**src/rtl/pipeline_pkg.sv**
```systemverilog
// Shared types for the Memory/Writeback end of the pipeline: stage control
// bundles, the data-memory handshake state and default datapath widths.
package pipeline_pkg;

   localparam int DEF_DATA_W = 32;
   localparam int DEF_REG_AW = 4;

   typedef struct packed {
      logic PCSrc;
      logic RegWrite;
      logic MemtoReg;
      logic MemWrite;
   } ctrl_m_t;

   typedef struct packed {
      logic PCSrc;
      logic RegWrite;
      logic MemtoReg;
   } ctrl_w_t;

   typedef enum logic {IDLE, WAIT} mem_state_t;

   // The store flag has no meaning past Memory, so it is dropped here.
   function automatic ctrl_w_t to_ctrl_w(input ctrl_m_t c);
      ctrl_w_t w;
      w.PCSrc    = c.PCSrc;
      w.RegWrite = c.RegWrite;
      w.MemtoReg = c.MemtoReg;
      return w;
   endfunction

endpackage

```
**src/rtl/stage_reg.sv**
```systemverilog
// Pipeline register: async reset, hold when en=0, synchronous clr inserts a bubble.
// clr wins over en so a stalled producer never leaks a stale copy downstream.
module stage_reg #(
   parameter int W = 1
) (
   input  logic         clk,
   input  logic         reset,
   input  logic         en,
   input  logic         clr,
   input  logic [W-1:0] d,
   output logic [W-1:0] q
);

   always_ff @(posedge clk or posedge reset) begin
      if (reset)     q <= '0;
      else if (clr)  q <= '0;
      else if (en)   q <= d;
   end

endmodule

```
**src/rtl/mem_wb_stage.sv**
```systemverilog
// Memory and Writeback stages: data-memory req/ack handshake with upstream stall,
// then the register-file / PC write port. Optional ack timeout: MEM_TIMEOUT_EN.
module mem_wb_stage
   import pipeline_pkg::*;
#(
   parameter int DATA_W  = DEF_DATA_W,
   parameter int REG_AW  = DEF_REG_AW,
   parameter int TIMEOUT = 16
) (
   input  logic              clk,
   input  logic              reset,
   input  logic              PCSrcE,
   input  logic              RegWriteE,
   input  logic              MemtoRegE,
   input  logic              MemWriteE,
   input  logic [REG_AW-1:0] RdE,
   input  logic [DATA_W-1:0] ALUResultE,
   input  logic [DATA_W-1:0] WriteDataE,
   output logic              StallM,
   output logic              mem_req,
   output logic              mem_we,
   output logic [DATA_W-1:0] mem_addr,
   output logic [DATA_W-1:0] mem_wdata,
   input  logic              mem_ack,
   input  logic [DATA_W-1:0] mem_rdata,
   output logic              PCSrcW,
   output logic              RegWriteW,
   output logic [REG_AW-1:0] RdW,
   output logic [DATA_W-1:0] ResultW,
   output logic              MemErrW
);

   localparam int MW = $bits(ctrl_m_t) + REG_AW + 2 * DATA_W;
   localparam int WW = $bits(ctrl_w_t) + REG_AW + 2 * DATA_W;

   ctrl_m_t           ctrl_e, ctrl_m;
   ctrl_w_t           ctrl_w;
   logic [REG_AW-1:0] rd_m;
   logic [DATA_W-1:0] alu_out_m, write_data_m, read_data_m;
   logic [DATA_W-1:0] alu_out_w, read_data_w;
   logic              memop, ack_ok, force_done;
   mem_state_t        state;

   assign ctrl_e = '{PCSrc: PCSrcE, RegWrite: RegWriteE, MemtoReg: MemtoRegE, MemWrite: MemWriteE};

   stage_reg #(.W(MW)) u_m_reg (
      .clk   (clk),
      .reset (reset),
      .en    (~StallM),
      .clr   (1'b0),
      .d     ({ctrl_e, RdE, ALUResultE, WriteDataE}),
      .q     ({ctrl_m, rd_m, alu_out_m, write_data_m})
   );

   assign memop     = ctrl_m.MemWrite | ctrl_m.MemtoReg;
   assign mem_req   = memop & ~force_done;
   assign mem_we    = ctrl_m.MemWrite;
   assign mem_addr  = alu_out_m;
   assign mem_wdata = write_data_m;
   // A stray ack with no request outstanding must not release anything.
   assign ack_ok    = mem_ack & mem_req;
   assign StallM    = memop & ~ack_ok & ~force_done;

`ifdef MEM_TIMEOUT_EN
   localparam int CW = $clog2(TIMEOUT) + 1;
   logic [CW-1:0] wait_cnt;

   // wait_cnt counts stalled cycles of the current access, so the access is
   // abandoned after TIMEOUT-1 of them.
   assign force_done = (state == WAIT) && (wait_cnt == CW'(TIMEOUT - 1));

   always_ff @(posedge clk or posedge reset) begin
      if (reset)           MemErrW <= 1'b0;
      else if (force_done) MemErrW <= 1'b1;
   end
`else
   logic unused_cfg;
   assign unused_cfg = TIMEOUT[0];
   assign force_done = 1'b0;
   assign MemErrW    = 1'b0;
`endif

   always_ff @(posedge clk or posedge reset) begin
      if (reset) begin
         state <= IDLE;
`ifdef MEM_TIMEOUT_EN
         wait_cnt <= '0;
`endif
      end else begin
         case (state)
            IDLE: begin
               if (memop & ~ack_ok) begin
                  state <= WAIT;
`ifdef MEM_TIMEOUT_EN
                  wait_cnt <= CW'(1);
`endif
               end else begin
`ifdef MEM_TIMEOUT_EN
                  wait_cnt <= '0;
`endif
               end
            end
            WAIT: begin
               if (ack_ok | force_done) begin
                  state <= IDLE;
`ifdef MEM_TIMEOUT_EN
                  wait_cnt <= '0;
`endif
               end else begin
`ifdef MEM_TIMEOUT_EN
                  wait_cnt <= wait_cnt + CW'(1);
`endif
               end
            end
            default: state <= IDLE;
         endcase
      end
   end

   // Abandoned loads write back zero instead of whatever is on the bus.
   assign read_data_m = (ctrl_m.MemtoReg & ack_ok) ? mem_rdata : '0;

   stage_reg #(.W(WW)) u_w_reg (
      .clk   (clk),
      .reset (reset),
      .en    (1'b1),
      .clr   (StallM),
      .d     ({to_ctrl_w(ctrl_m), rd_m, alu_out_m, read_data_m}),
      .q     ({ctrl_w, RdW, alu_out_w, read_data_w})
   );

   assign PCSrcW    = ctrl_w.PCSrc;
   assign RegWriteW = ctrl_w.RegWrite;
   assign ResultW   = ctrl_w.MemtoReg ? read_data_w : alu_out_w;

endmodule

```
**config.mk**
```make
export PLATFORM = sky130hd
export DESIGN_NAME = mem_wb_stage
export DESIGN_NICKNAME = d
export VERILOG_FILES = /design/src/rtl/pipeline_pkg.sv /design/src/rtl/stage_reg.sv /design/src/rtl/mem_wb_stage.sv
export SDC_FILE = /design/constraint.sdc
export NUM_CORES = 1
export LEC_CHECK = 0
export ABC_AREA = 1
export BUFFER_PORTS_ARGS = -buffer_cell sky130_fd_sc_hd__clkbuf_2
export CORE_ASPECT_RATIO = 1.2
export CORE_MARGIN = 5
export CORE_UTILIZATION = 49
export CTS_CLUSTER_SIZE = 10
export DETAILED_ROUTE_END_ITERATION = 10
export PLACE_DENSITY = 0.8
export REMOVE_ABC_BUFFERS = 1
export SYNTH_ARGS = -nofsm -noshare
export SYNTH_HDL_FRONTEND = slang
export SYNTH_SLANG_ARGS = --single-unit
```
**constraint.sdc**
```tcl
create_clock -name clk -period 6.2 [get_ports clk]
set_input_delay 1.24 -clock clk [delete_from_list [all_inputs] [get_ports clk]]
set_output_delay 1.24 -clock clk [all_outputs]
set_load 0.1 [all_outputs]
```
==> results summary <==
The flow ran to the end, and the final reports show no timing, DRC or antenna violations. The via count of the first global-routing pass came to around 4,600. The sink count of the clock tree came out at roughly 140. Of all cell types, the one taking the most synthesized area is dfrtp_1. In this run the tool buffered the top-level ports with approximately 210 buffer cells.

The routability congestion estimate from global placement is 0.796. After synthesis, the largest family of logic cells by area is simple AND/OR/NAND/NOR gates. The post-detailed-placement half-perimeter wirelength is 9210 microns. The setup clock skew after layout is between 0.008 and 0.009 ns.

In this run the core area contains 42 standard-cell rows. The power consumption came out at approximately 0.0033 W. The most instantiated library cell after synthesis is nand2_1. Clock-pin slew was measured on the worst setup and hold paths at 0.05 ns. Summing every instance area after synthesis gives about 0.0056 sq mm. The number of antenna diodes in the final layout is 0. The count of hold-fix buffers inserted at cts is 0.

The final global-route overflow total is 0. The final total negative setup slack came out at 0 ns. The floorplan core area came out at about 0.011 sq mm. The routed wire length is between 10,000 and 15,000 microns. The number of register bits inferred by synthesis is 143. The worst voltage drop across the vdd grid is 0.196 mV. For this run, design rule violations remaining after detail routing come to 0. Measured against the total synthesized area, the mux share comes to 0. A synthesized cell averages between 8 and 9 sq um.

The slowest stage of the critical path is the clkbuf_2 cell. The cell count after placement came out at slightly below 1,000. The first-pass iteration count of the detailed router came out at 4.

The width of the die came out at between 100 and 150 microns. For this design the ratio of total power to cell area is about 450 mW/mm^2. In this run the tightest slew margin relative to its limit is 0.376. The area fraction in and, or, nand and nor cells after synthesis came out at 0.230. In the routed layout, each cell is associated on average with a via count of 4.60. STA classifies the critical path endpoint as an output pin. The buffer depth of the longest clock path is 2. The signal arrival time at the worst endpoint came out at ~2.6 ns. The data required time of the critical path came out at just under 5 ns. The final critical path time including I/O delays and setup is 3.85 ns. STA classifies the critical path startpoint as an input pin.

The xor/xnor cell area share of the yosys netlist came out at 0. The DRC marker count from the first detailed-route iteration came out at around 160. The die area is 0.0137 sq mm. Dividing the final minimum period by the clock period gives 0.621. The share of synthesized area in the top cell type comes to 0.637. The top-level port count came out at 213. The count of synthesis-stage warnings from yosys came out at 0. The complex-gate fraction of the synthesized area came out at 0.0314. Walking the worst path, the cells encountered are clkbuf_2 > inv_2 > o21ai_4 > inv_2 > clkbuf_2. The min-delay analysis places its worst path in the category reg -> reg. The max-cap violation count came out at 0. In this run the worst path has a maximum fanout of 39. The total routing usage reported by global routing is 0.205.

The die outline height is 127 microns. The number of hold violations in the final report came out at 0. The share of the core filled with cells in the final layout is 0.664. The CTS H-tree depth came out at 4. The leakage power total came out at 4.33 nW. TritonCTS built the clock tree. After technology mapping, the gate count stands at roughly 640.

Of the total synthesized cell area, the portion taken by full adders, half adders and majority gates is 0. The number of cells upsized or downsized after cts is 0. The final-report max-slew violation count came out at 0. The final layout contains 947 nets. The first global-routing pass estimated between 20,000 and 25,000 microns of wire.

In the synthesized netlist the dominant register cell turns out to be dfrtp_1. The fraction of the yosys area taken by sequential cells is 0.637. The number of cells in the finished layout apart from fillers is around 1,000. The number of enable flip-flop cells after synthesis is 0. For this block, the via count after detailed routing is between 4,000 and 5,000.

Derived from the worst setup path, the maximum achievable clock frequency is about 260 MHz. After synthesis, the most frequently instantiated cells are 178 x nand2_1, 143 x dfrtp_1, 106 x inv_1, 72 x nand3_1, 70 x nor2_1. The buffer type at the clock tree root is clkbuf_16. The post-detailed-route wirelength per cell came out at 13.7 microns. The critical path is of the in -> out type. The count of buffers added by post-CTS timing repair for setup is 0. The detail route stage leaves a number of antenna-violating nets equal to 0. The number of antenna violations at the first check in global routing is 0. The effective utilization at floorplan is 0.504.

The proportion of register bits with asynchronous set or reset after synthesis is 1.00. The total CTS buffers is 17. The area growth from synthesis to final layout is 31.7%. At the pin with the least slew margin, the transition time is ~0.94 ns. After synthesis, the netlist uses 14 different library cells.

Entering global routing, the biggest net connects 105 pins. Setup violations remaining at the end of the flow were counted as 0. The longest individual stage delay on the worst path came out at 0.58 ns.

For the worst-skew pair, the clock arrives at the later sink with an insertion delay of 0.40 ns. Setup repair after global routing left no endpoint under its margin. Sorting the synthesized cells by area gives the leading types as dfrtp_1 64%, nand2_1 12%, inv_1 7.1%. In the final layout, the share of cells above drive strength 1 is 0.295.
[metal layers]
metal	GRT usage	vias to the layer above	routed length [microns]
met5	0	-	0
met4	0.0847	0	297
met3	0.0474	24	743
met2	0.360	133	7330
met1	0.240	2168	5410
li1	-	2309	-
[worst paths after layout]
check / to / slack [ns] / from / cells after the start
worst max-delay path: StallM / 2.35 / mem_ack / 5
worst min-delay path: u_w_reg.q[65] / 0.49 / u_m_reg.q[65] / 2
worst max register to register: u_m_reg.q[12] / 4.32 / u_m_reg.q[68] / 5
worst min register to register: u_w_reg.q[65] / 0.49 / u_m_reg.q[65] / 2
max in group asynchronous: u_w_reg.q[38] / 4.13 / reset / 3
min in group asynchronous: u_m_reg.q[63] / 1.03 / reset / 2
[cell usage in the layout (no fill, tap or decap)]
cell / instances
bufinv_16: 4
nor2_1: 70
inv_2: 2
dfrtp_1: 142
clkbuf_2: 211
o21ai_0: 32
inv_6: 1
dfrtp_2: 1
o21ai_4: 1
nand2_2: 1
nand3_1: 72
inv_1: 105
clkinv_4: 2
clkbuf_16: 17
clkbuf_8: 4
conb_1: 1
clkinv_2: 2
clkbuf_1: 2
nand2_1: 177
buf_4: 5
clkinvlp_4: 1
[stage by stage]
step | setup WS, ns | hold WS [ns] | cell area (sq um)
finish | 2.35 | 0.495 | 7390
global route | 2.27 | 0.526 | 7390
CTS | 2.32 | 0.495 | 7390
detailed placement | 2.31 | 0.480 | 6750
global placement | 2.35 | 0.480 | 6750
floorplan | 1.12 | 0.473 | 5460
[report_power, final]
group | internal (W) | switching [W] | leakage [nW]
registers | 0.00105 | 0.0000694 | 1.79
logic | 0.000155 | 0.000974 | 2.23
clock network | 0.000717 | 0.000361 | 0.313
[cell type report]
| class | count | area (sq um) |
|---|---|---|
| Sequential cell | 143 | 3580 |
| Clock inverter | 9 | 155 |
| Clock buffer | 23 | 488 |
| Timing Repair Buffer | 216 | 1090 |
| Inverter | 108 | 410 |
| Multi-Input combinational cell | 354 | 1470 |
| Fill cell | 954 | 3750 |
| Tap cell | 154 | 193 |
[registers in the layout, summed over array words and instances (netlist names)]
register,flops
u_w_reg.q,71
u_m_reg.q,72
[cells by family after synthesis]
group,count (synthesis)
buffers and inverters,144
flip-flops,143
AO/OA/AOI/OAI,33
AND/OR/NAND/NOR,320
other,1
[critical path: cells and delay by family]
kind / cells / cell delay (ns)
AO/OA/AOI/OAI: 1 / 0.06
buffers and inverters: 4 / 1.29
No activity file was read; power rests on OpenSTA's default activity.
